### config.mk
export PLATFORM = sky130hd
export DESIGN_NAME = rr_arb3x16
export DESIGN_NICKNAME = d
export VERILOG_FILES = /design/src/rtl/rr_arb3x16.sv
export SDC_FILE = /design/constraint.sdc
export NUM_CORES = 1
export LEC_CHECK = 0
export CAP_MARGIN = 25
export CORE_AREA = 2 2 69 58
export DETAILED_ROUTE_END_ITERATION = 12
export DIE_AREA = 0 0 71 60
export PLACE_DENSITY_LB_ADDON = 0.15
export SLEW_MARGIN = 20
export SYNTH_ARGS = -nofsm -noshare
export SYNTH_HDL_FRONTEND = slang
export SYNTH_SLANG_ARGS = --single-unit
### constraint.sdc
create_clock -name clk -period 2.6 [get_ports clk]
set_clock_uncertainty 0.15 [all_clocks]
set_input_delay 0.39 -clock clk [delete_from_list [all_inputs] [get_ports clk]]
set_output_delay 0.39 -clock clk [all_outputs]
set_load 0.005 [all_outputs]
### src/rtl/rr_arb3x16.sv
// Round-robin 3:1 word arbiter with burst lock. One word is registered per accept, and dout_vld follows an accept by 1 cycle.
// A held word that is not consumed (dout_vld & !dout_rdy) stalls the stage, and rdy stays low until the word drains.
module rr_arb3x16 #(
    parameter int W = 16
) (
    input  logic         clk,
    input  logic         reset,
    input  logic [W-1:0] a,
    input  logic [W-1:0] b,
    input  logic [W-1:0] c,
    input  logic [2:0]   vld,
    input  logic [2:0]   lock,
    output logic [2:0]   rdy,
    output logic [1:0]   s,
    output logic [W-1:0] dataout,
    output logic         dout_vld,
    input  logic         dout_rdy,
    output logic [1:0]   owner
);

    typedef enum logic {
        ST_ARB    = 1'b0,
        ST_LOCKED = 1'b1
    } state_t;

    state_t         state_q, state_d;
    logic [1:0]     owner_q, owner_d;
    logic [W-1:0]   dataout_q, dataout_d;
    logic           dout_vld_q, dout_vld_d;

    logic           can_acc;
    logic           cand;
    logic           acc;
    logic [1:0]     pick;
    logic [1:0]     idx;
    logic [1:0]     sel;
    logic [W-1:0]   mux_dat;

    // Candidate search. In ARB the search walks owner+1, owner+2, owner (wrapping 2->0).
    // In LOCKED the only candidate is the current owner.
    always_comb begin
        can_acc = !dout_vld_q || dout_rdy;
        cand    = 1'b0;
        pick    = owner_q;
        idx     = owner_q;
        if (state_q == ST_LOCKED) begin
            cand = vld[owner_q];
        end else begin
            for (int k = 0; k < 3; k++) begin
                idx = (idx == 2'd2) ? 2'd0 : idx + 2'd1;
                if (!cand && vld[idx]) begin
                    cand = 1'b1;
                    pick = idx;
                end
            end
        end
    end

    always_comb begin
        sel = reset ? 2'd0 : (cand ? pick : owner_q);
        acc = cand && can_acc && !reset;
        rdy = acc ? (3'b001 << pick) : 3'b000;
        case (sel)
            2'd1:    mux_dat = b;
            2'd2:    mux_dat = c;
            default: mux_dat = a;
        endcase
    end

    always_comb begin
        state_d    = state_q;
        owner_d    = owner_q;
        dataout_d  = dataout_q;
        dout_vld_d = dout_vld_q;
        if (acc) begin
            dataout_d  = mux_dat;
            dout_vld_d = 1'b1;
            owner_d    = pick;
            state_d    = lock[pick] ? ST_LOCKED : ST_ARB;
        end else if (dout_vld_q && dout_rdy) begin
            dout_vld_d = 1'b0;
        end
    end

    // owner resets to C so that A wins the first arbitration.
    always_ff @(posedge clk) begin
        if (reset) begin
            state_q    <= ST_ARB;
            owner_q    <= 2'd2;
            dataout_q  <= '0;
            dout_vld_q <= 1'b0;
        end else begin
            state_q    <= state_d;
            owner_q    <= owner_d;
            dataout_q  <= dataout_d;
            dout_vld_q <= dout_vld_d;
        end
    end

    assign s        = sel;
    assign dataout  = dataout_q;
    assign dout_vld = dout_vld_q;
    assign owner    = owner_q;

endmodule

==> results.toml, run 1 <==
[status]
status = "completed"

[detailed_routing]
wl_per_cell_um = 14.3
viasPerCell = 5.03
drt_iter0_drc = 39
dr.pass1.iters = 4
wl_mm = 4.19
vias = 1475
ant_nets = 0
drc = 0

[final_layout]
area_growth_syn_to_layout_pct = 91.2
nets = 310
utilization_pct = 65.1
layout_common_cells = "clkdlybuf4s50_1, buf_4, dfxtp_1"
final_common_cell = "clkdlybuf4s50_1"
n_antenna_cell = 0
drive_above_1_share_pct = 20.1

[synth]
ys_types = 29
synth_top_area_share_pct = 32.4
synth_area_sq_mm = 0.00124
synthTopCellsByArea = "dfxtp_1, mux2i_1, a22oi_1"
synth_seq_area_share_pct = 32.4
syn_inst = 151
synth-edff-count = 0
avgSynthCellArea_sq_um = 8.19
async_flop_share_pct = 0
synthFlopType = "dfxtp_1"
syn_nets = 210
post-synth-top-area-cell = "dfxtp_1"
synth_warnings = 0
ys_ff_latch = 20

[global_route]
grt_max_degree = 20
grtUsageTotal_pct = 19.4
overflow = 0
grt_pass1_vias = 1517
antenna_found_initial = 0
grt_pass1_wl_mm = 6.57

[worst_hold_path]
hold_depth = 2
worstHoldStart = "dataout[11]"
hold_end = "dataout[11]"
worstHoldPathType = "reg2reg"

[place]
portBuffers = 80
place_hpwl_mm = 3.10
place_congestion = 0.849

[timing]
rsz0062_at_grt = "no"
fin_crit_sh_pct = 92.8
tightest_slew_ps = 468
min_period_ps = 2410
max-slew-margin-rel_pct = 68.7
hold_viol = 0
setup-violations-final = 0
fmax_ghz = 0.414
slew_violations = 0

[setup_path]
slowest_stage = "dlygate4sd2_1"
path_class = "in2reg"
r2r-end = "dataout[7]"
worst_ep_required_time_ps = 2650
startpoint_type = "primary input"
cp_slowest_stage_delay_ps = 260
arrival_ps = 2460
r2r-start = "owner[0]"
endpoint_kind = "register"
reg2regPathDepth = 12
path_max_fanout = 16
crit_buf_inv = 6
cp_top_family = "buffers and inverters"
r2r_slack_ps = 250
worstPathCellList = "dlygate4sd2_1, buf_4, nor2b_2, o41ai_2, buf_4, buf_4, nand2_2, inv_2, ha_1, buf_12, a22oi_1, o21ai_0, mux2i_1, nor2_1"
crit_top_cell = "buf_4"

[power]
power_mw = 1.19
power_frac_seq_pct = 32.4
p_per_area_mw_per_mm2 = 502
sw_frac_of_total_pct = 32.2
power_switching_mw = 0.382
peakVddDrop_v = 0.000269
pwr-share-comb_pct = 50.7
p_leak_nw = 0.996
pwr-share-clk_pct = 16.9
p_int_mw = 0.804

[floorplan]
num_rows = 20
coreArea_sq_mm = 0.00363
dieWidth_um = 71
die_h_um = 60
die_area_sq_mm = 0.00426
start_util_pct = 34.1
ioPinCount = 81

[clocking]
clockBufferDepth = 2
clk_pin_slew_ps = 70
insertion_delay_ps = 250
htreeDepth = 1
cts_root_buffer = "clkbuf_8"
clock-sinks = 20
cts_hold_buf = 0
numCtsBuffers = 3
cts_tree = "yes"

[job]
cap_violations = 0
cells by family after synthesis:
group | share of synthesized area [%]
buf+inv | 6.68
compound gates | 27.9
mux | 14.6
simple gates | 16.4
fa+ha+maj | 2.02
flops | 32.4
final cells by class:
class / instances / area, sq um
clock buffers: 3 / 41.3
inverters: 7 / 26.3
fillers: 315 / 1260
repair buffers: 106 / 1020
multi-input cells: 113 / 817
flip-flops and latches: 20 / 400
well taps: 44 / 55.1
state kept, by name, summed over array words and instances (netlist names):
signal / count
dataout: 16
dout_vld: 1
owner: 2
state_q: 1
tightest hold or removal path, cell delays in order, from the launching register on:
cell and delay, ps:
dfxtp_1 330, mux2i_1 60, nor2_1 70
repair_timing:
action                     in CTS  in global routing
gates resized for setup        17                 16
pin swaps                       4                  5
buffers inserted                4                  5
setup endpoints to repair       5                 19
per-stage QoR:
step	setup slack [ps]	TNS (ps)	area, sq um	hold WS (ps)	instances
global placement	-208	-2150	2190	323	281
global route	41.5	0	2360	397	293
detailed placement	-365	-4270	2190	335	281
floorplan	102	0	1240	328	151
CTS	-99.1	-136	2280	352	288
finish	187	0	2360	344	293
per-layer routing:
metal,global-route usage [%],share of wire (%)
met5,0,0
met4,4.58,1.4
met3,6.07,7.7
met2,38.6,50
met1,20.1,41
power groups by stage:
stage | combinational [mW] | clock, mW | sequential (mW)
2_1_floorplan | 0.252 | 0 | 0.388
3_3_place_gp | 0.523 | 0 | 0.385
3_5_place_dp | 0.537 | 0 | 0.389
4_1_cts | 0.563 | 0.210 | 0.384
5_1_grt | 0.655 | 0.221 | 0.390
6_report | 0.601 | 0.200 | 0.384
synth_stat cells, drive strengths merged, types with 3 or more instances:
master / n
nand2: 18
dfxtp: 20
nor2: 20
nand2b: 3
inv: 7
a22oi: 16
mux2i: 18
clkbuf: 9
o21ai: 18
worst max-delay path by stage:
stage / cells after the start / startpoint / slack, ps / endpoint
after global placement: 7 / vld[1] / -210 / rdy[1]
after floorplan: 11 / owner[0] / 100 / dataout[0]
after global routing: 14 / vld[1] / 40 / dataout[7]
after CTS: 7 / vld[0] / -100 / rdy[2]
final: 14 / vld[1] / 190 / dataout[7]
after detailed placement: 7 / vld[1] / -360 / rdy[1]
Power figures use the tool's default switching activity.
==> run 2: changes to the inputs <==
--- a/config.mk
+++ b/config.mk
@@ -6,11 +6,13 @@
 export NUM_CORES = 1
 export LEC_CHECK = 0
 export CAP_MARGIN = 25
-export CORE_AREA = 2 2 69 58
+export CORE_AREA = 2 2 67 57
 export DETAILED_ROUTE_END_ITERATION = 12
-export DIE_AREA = 0 0 71 60
+export DIE_AREA = 0 0 69 59
+export DONT_BUFFER_PORTS = 1
 export PLACE_DENSITY_LB_ADDON = 0.15
 export SLEW_MARGIN = 20
 export SYNTH_ARGS = -nofsm -noshare
 export SYNTH_HDL_FRONTEND = slang
 export SYNTH_SLANG_ARGS = --single-unit
+export TNS_END_PERCENT = 5
==> run 2 against run 1 <==
Net effect: critical path depth fell by 3; global-route usage decreased by 4.5 points; first-iteration DRC count increased by 2.6%.
==> results.toml, run 2 (synthesized netlist as in run 1, its figures left out) <==
[setup_path]
startpoint_type = "register"
path_class = "reg2reg"
worst_ep_required_time_ps = 2610
arrival_ps = 2290
path_max_fanout = 16
endpoint_kind = "register"

[timing]
rsz0062_at_grt = "no"
max-slew-margin-rel_pct = 69.3
tightest_slew_ps = 456
slew_violations = 0
fin_crit_sh_pct = 87.7
min_period_ps = 2280
tns_ps = 0
setup-violations-final = 0
fmax_ghz = 0.439
hold_viol = 0

[clocking]
cts_tree = "yes"
numCtsBuffers = 3
htreeDepth = 1
insertion_delay_ps = 250
cts_root_buffer = "clkbuf_8"
clockBufferDepth = 2
cts_setup_buffers = 0
clk_pin_slew_ps = 80
clock-sinks = 20

[place]
placed_area_sq_mm = 0.00129
place_hpwl_mm = 2.33
place_congestion = 0.766
post-place-cells = 190
portBuffers = 0

[power]
peakVddDrop_v = 0.000288
p_leak_nw = 0.561
p_per_area_mw_per_mm2 = 689

[detailed_routing]
dr.pass1.iters = 4
wl_mm = 3.07
ant_nets = 0
viasPerCell = 5.53
drt_iter0_drc = 40
wl_per_cell_um = 15.8
drc = 0
vias = 1072

[final_layout]
utilization_pct = 40.6
final_common_cell = "nor2_1"
area_growth_syn_to_layout_pct = 9.31
largest_register_ffs = 16
n_antenna_cell = 0
final_area_sq_mm = 0.00135
layout_common_cells = "nor2_1, dfxtp_1, mux2i_1"
nets = 212
fin_cells = 194
drive_above_1_share_pct = 14.5

[job]
cap_violations = 0

[floorplan]
ioPinCount = 81
start_util_pct = 37.1
die_area_sq_mm = 0.00407
num_rows = 19
die_h_um = 59
coreArea_sq_mm = 0.00333
dieWidth_um = 69

[worst_hold_path]
worstHoldPathType = "in2reg"

[status]
status = "completed"

[global_route]
grtUsageTotal_pct = 15.0
grt_pass1_wl_mm = 4.80
grt_pass1_vias = 999
antenna_found_initial = 0
grt_max_degree = 23
overflow = 0
==> run 2: area by class of cell <==
type | count | area, sq um
clock buffer | 4 | 55.1
fill | 361 | 1980
inverter | 7 | 26.3
multi-input combinational | 113 | 756
sequential | 20 | 402
tap | 42 | 52.6
timing repair buffer | 8 | 60.1
==> run 2: metrics by stage <==
| stage | power (mW) | setup WS (ps) | hold WS (ps) |
|---|---|---|---|
| 2_1_floorplan | 0.639 | 102 | 328 |
| 3_3_place_gp | 0.695 | 338 | 315 |
| 3_5_place_dp | 0.703 | 207 | 316 |
| 4_1_cts | 0.948 | 189 | 31.0 |
| 5_1_grt | 1.01 | 78.9 | 24.8 |
| 6_report | 0.931 | 320 | 47.8 |
==> run 2: report_power, final <==
part | total [mW] | switching, mW | internal (mW)
Sequential | 0.392 | 0.0425 | 0.350
Combinational | 0.302 | 0.163 | 0.139
Clock | 0.237 | 0.102 | 0.135
Total | 0.931 | 0.307 | 0.624
==> run 2: final timing paths <==
kind	start	end	slack, ps	cells past startpoint
worst max-delay path	owner[0]	dataout[2]	320	11
worst min-delay path	reset	dataout[13]	50	1
worst max register to register	owner[0]	dataout[2]	320	11
worst min register to register	dout_vld	dout_vld	360	2
==> run 2: critical path, cell delays in order, from the launching register on <==
cell and delay (ps):
dfxtp_1 510, nand2b_1 170, a32oi_2 150, nor2_1 190, buf_4 150, inv_1 40
ha_1 160, buf_4 190, a22oi_1 170, o21ai_0 110, mux2i_1 130, nor2_1 50
==> run 2: layer usage <==
metal | routed length [um] | track usage, % | share of wire [%]
met2 | 1400 | 24.3 | 45
met3 | 301 | 6.29 | 9.8
met1 | 1360 | 18.8 | 44
met5 | 0 | 0 | 0
met4 | 16 | 3.36 | 0.52
==> run 2: timing repair <==
item | 4_1_cts | 5_1_grt
hold buffers | 0 | 0
resized for setup | 0 | 2
setup endpoints to repair | 0 | 12
==> run 3: changes to the inputs <==
--- a/config.mk
+++ b/config.mk
@@ -7,9 +7,11 @@
 export LEC_CHECK = 0
 export CAP_MARGIN = 25
 export CORE_AREA = 2 2 67 57
+export CTS_CLUSTER_SIZE = 25
 export DETAILED_ROUTE_END_ITERATION = 12
 export DIE_AREA = 0 0 69 59
 export DONT_BUFFER_PORTS = 1
+export GPL_TIMING_DRIVEN = 0
 export PLACE_DENSITY_LB_ADDON = 0.15
 export SLEW_MARGIN = 20
 export SYNTH_ARGS = -nofsm -noshare
==> run 3 against run 2 <==
Net effect: first-iteration DRC count fell by 5.0%; non-clock buffer count grew 2; clock power rose by 33%; sequential power barely moved; core utilization grew 1.2 points; largest cell class unchanged.
==> results.toml, run 3 (synthesized netlist as in run 1, its figures left out) <==
[global_route]
grt_max_degree = 13
grt_pass1_vias = 1074
grtUsageTotal_pct = 15.8
grt_pass1_wl_mm = 5.12
overflow = 0
antenna_found_initial = 0

[detailed_routing]
dr.pass1.iters = 4
wl_per_cell_um = 16.9
ant_nets = 0
viasPerCell = 5.72
drc = 0
wl_mm = 3.32
vias = 1122
drt_iter0_drc = 38

[clocking]
clk_pin_slew_ps = 80
clock-sinks = 20
htreeDepth = 1
insertion_delay_ps = 260
cts_tree = "yes"
clockBufferDepth = 2
cts_root_buffer = "clkbuf_8"
numCtsBuffers = 3

[final_layout]
nFillCells = 369
multi_input_area_sq_um = 772
final_common_cell = "nor2_1"
largest_register_ffs = 16
area_growth_syn_to_layout_pct = 12.4
ff_latch_area_sq_um = 403
layout_common_cells = "nor2_1, mux2i_1, dfxtp_1"
utilization_pct = 41.8
n_antenna_cell = 0
drive_above_1_share_pct = 16.2
nets = 214

[power]
p_leak_nw = 0.572
p_per_area_mw_per_mm2 = 743
pwr-share-comb_pct = 31.2
power_frac_seq_pct = 38.3
pwr-share-clk_pct = 30.5
power_mw = 1.03
power_switching_mw = 0.333
peakVddDrop_v = 0.000320
sw_frac_of_total_pct = 32.3
p_int_mw = 0.699

[place]
place_hpwl_mm = 2.63
portBuffers = 0
place_congestion = 0.743
preCtsSetupSlack_ps = -592

[timing]
rsz0062_at_grt = "no"
setup-violations-final = 0
slew_violations = 0
fmax_ghz = 0.427
min_period_ps = 2340
tightest_slew_ps = 495
layout_setup_ws_ps = 259
hold_viol = 0
fin_crit_sh_pct = 90.0
max-slew-margin-rel_pct = 67.0

[setup_path]
r2r-start = "state_q"
worst_ep_required_time_ps = 2600
arrival_ps = 2340
startpoint_type = "register"
path_class = "reg2reg"
path_max_fanout = 10
crit_start = "state_q"
endpoint_kind = "register"

[worst_hold_path]
worstHoldPathType = "in2reg"
worstHoldStart = "reset"

[floorplan]
ioPinCount = 81
coreArea_sq_mm = 0.00333
dieWidth_um = 69
start_util_pct = 37.1
num_rows = 19
die_h_um = 59
die_area_sq_mm = 0.00407

[status]
status = "completed"

[job]
cap_violations = 0
## run 3: timing repair
item / 4_1_cts / 5_1_grt
setup endpoints to repair: 16 / 16
buffers inserted: 1 / 0
pin swaps: 1 / 0
hold buffers: 0 / 0
resized for setup: 6 / 9
## run 3: path summary, 6_finish.rpt
check	slack, ps	to	cells past startpoint
setup / recovery	260	dataout[2]	10
hold / removal	150	owner[1]	2
setup reg to reg	260	dataout[2]	10
hold reg to reg	380	dataout[9]	2
## run 3: critical path, cell delays in order (launching register included)
cell      delay, ps
dfxtp_1         400
o21ai_0         390
o41ai_4         160
nand2_1         130
inv_1            80
ha_2            240
clkbuf_4        210
a22oi_1         180
o21ai_0         100
mux2i_1         130
nor2_1           50
## run 3: power by group through the flow
stage / combinational, mW / sequential (mW) / clock [mW]
6_report: 0.322 / 0.395 / 0.315
5_1_grt: 0.364 / 0.402 / 0.338
4_1_cts: 0.322 / 0.396 / 0.325
3_5_place_dp: 0.310 / 0.401 / 0
3_3_place_gp: 0.300 / 0.399 / 0
2_1_floorplan: 0.252 / 0.388 / 0
## run 3: metrics by stage
stage                     area [sq um]  setup TNS (ps)  instances  hold WS [ps]
after global placement            1290           -5310        193           362
after detailed placement          1290           -7000        193           371
after global routing              1390               0        196           150
after CTS                         1380               0        197           150
after floorplan                   1240               0        151           328
final                             1390               0        196           154
## run 3: area by class of cell
class	instances	area share [%]
plain buffers	9	4.14
clock buffers	3	2.97
clock inverters	1	2.16
inverters	7	1.89
multi-input cells	113	55.5
flip-flops and latches	20	29.0
well taps	42	3.78
repair buffers	1	0.540
## run 3: metal layers
metal  track usage [%]  vias to the layer above  share of wire (%)  wire length [um]
met2              26.0                       53                 46              1540
met3              5.78                        2                8.9               295
li1                  -                      544                  -                 -
met5                 0                        -                  0                 0
met4              2.52                        0               0.48                16
met1              20.4                      523                 44              1470
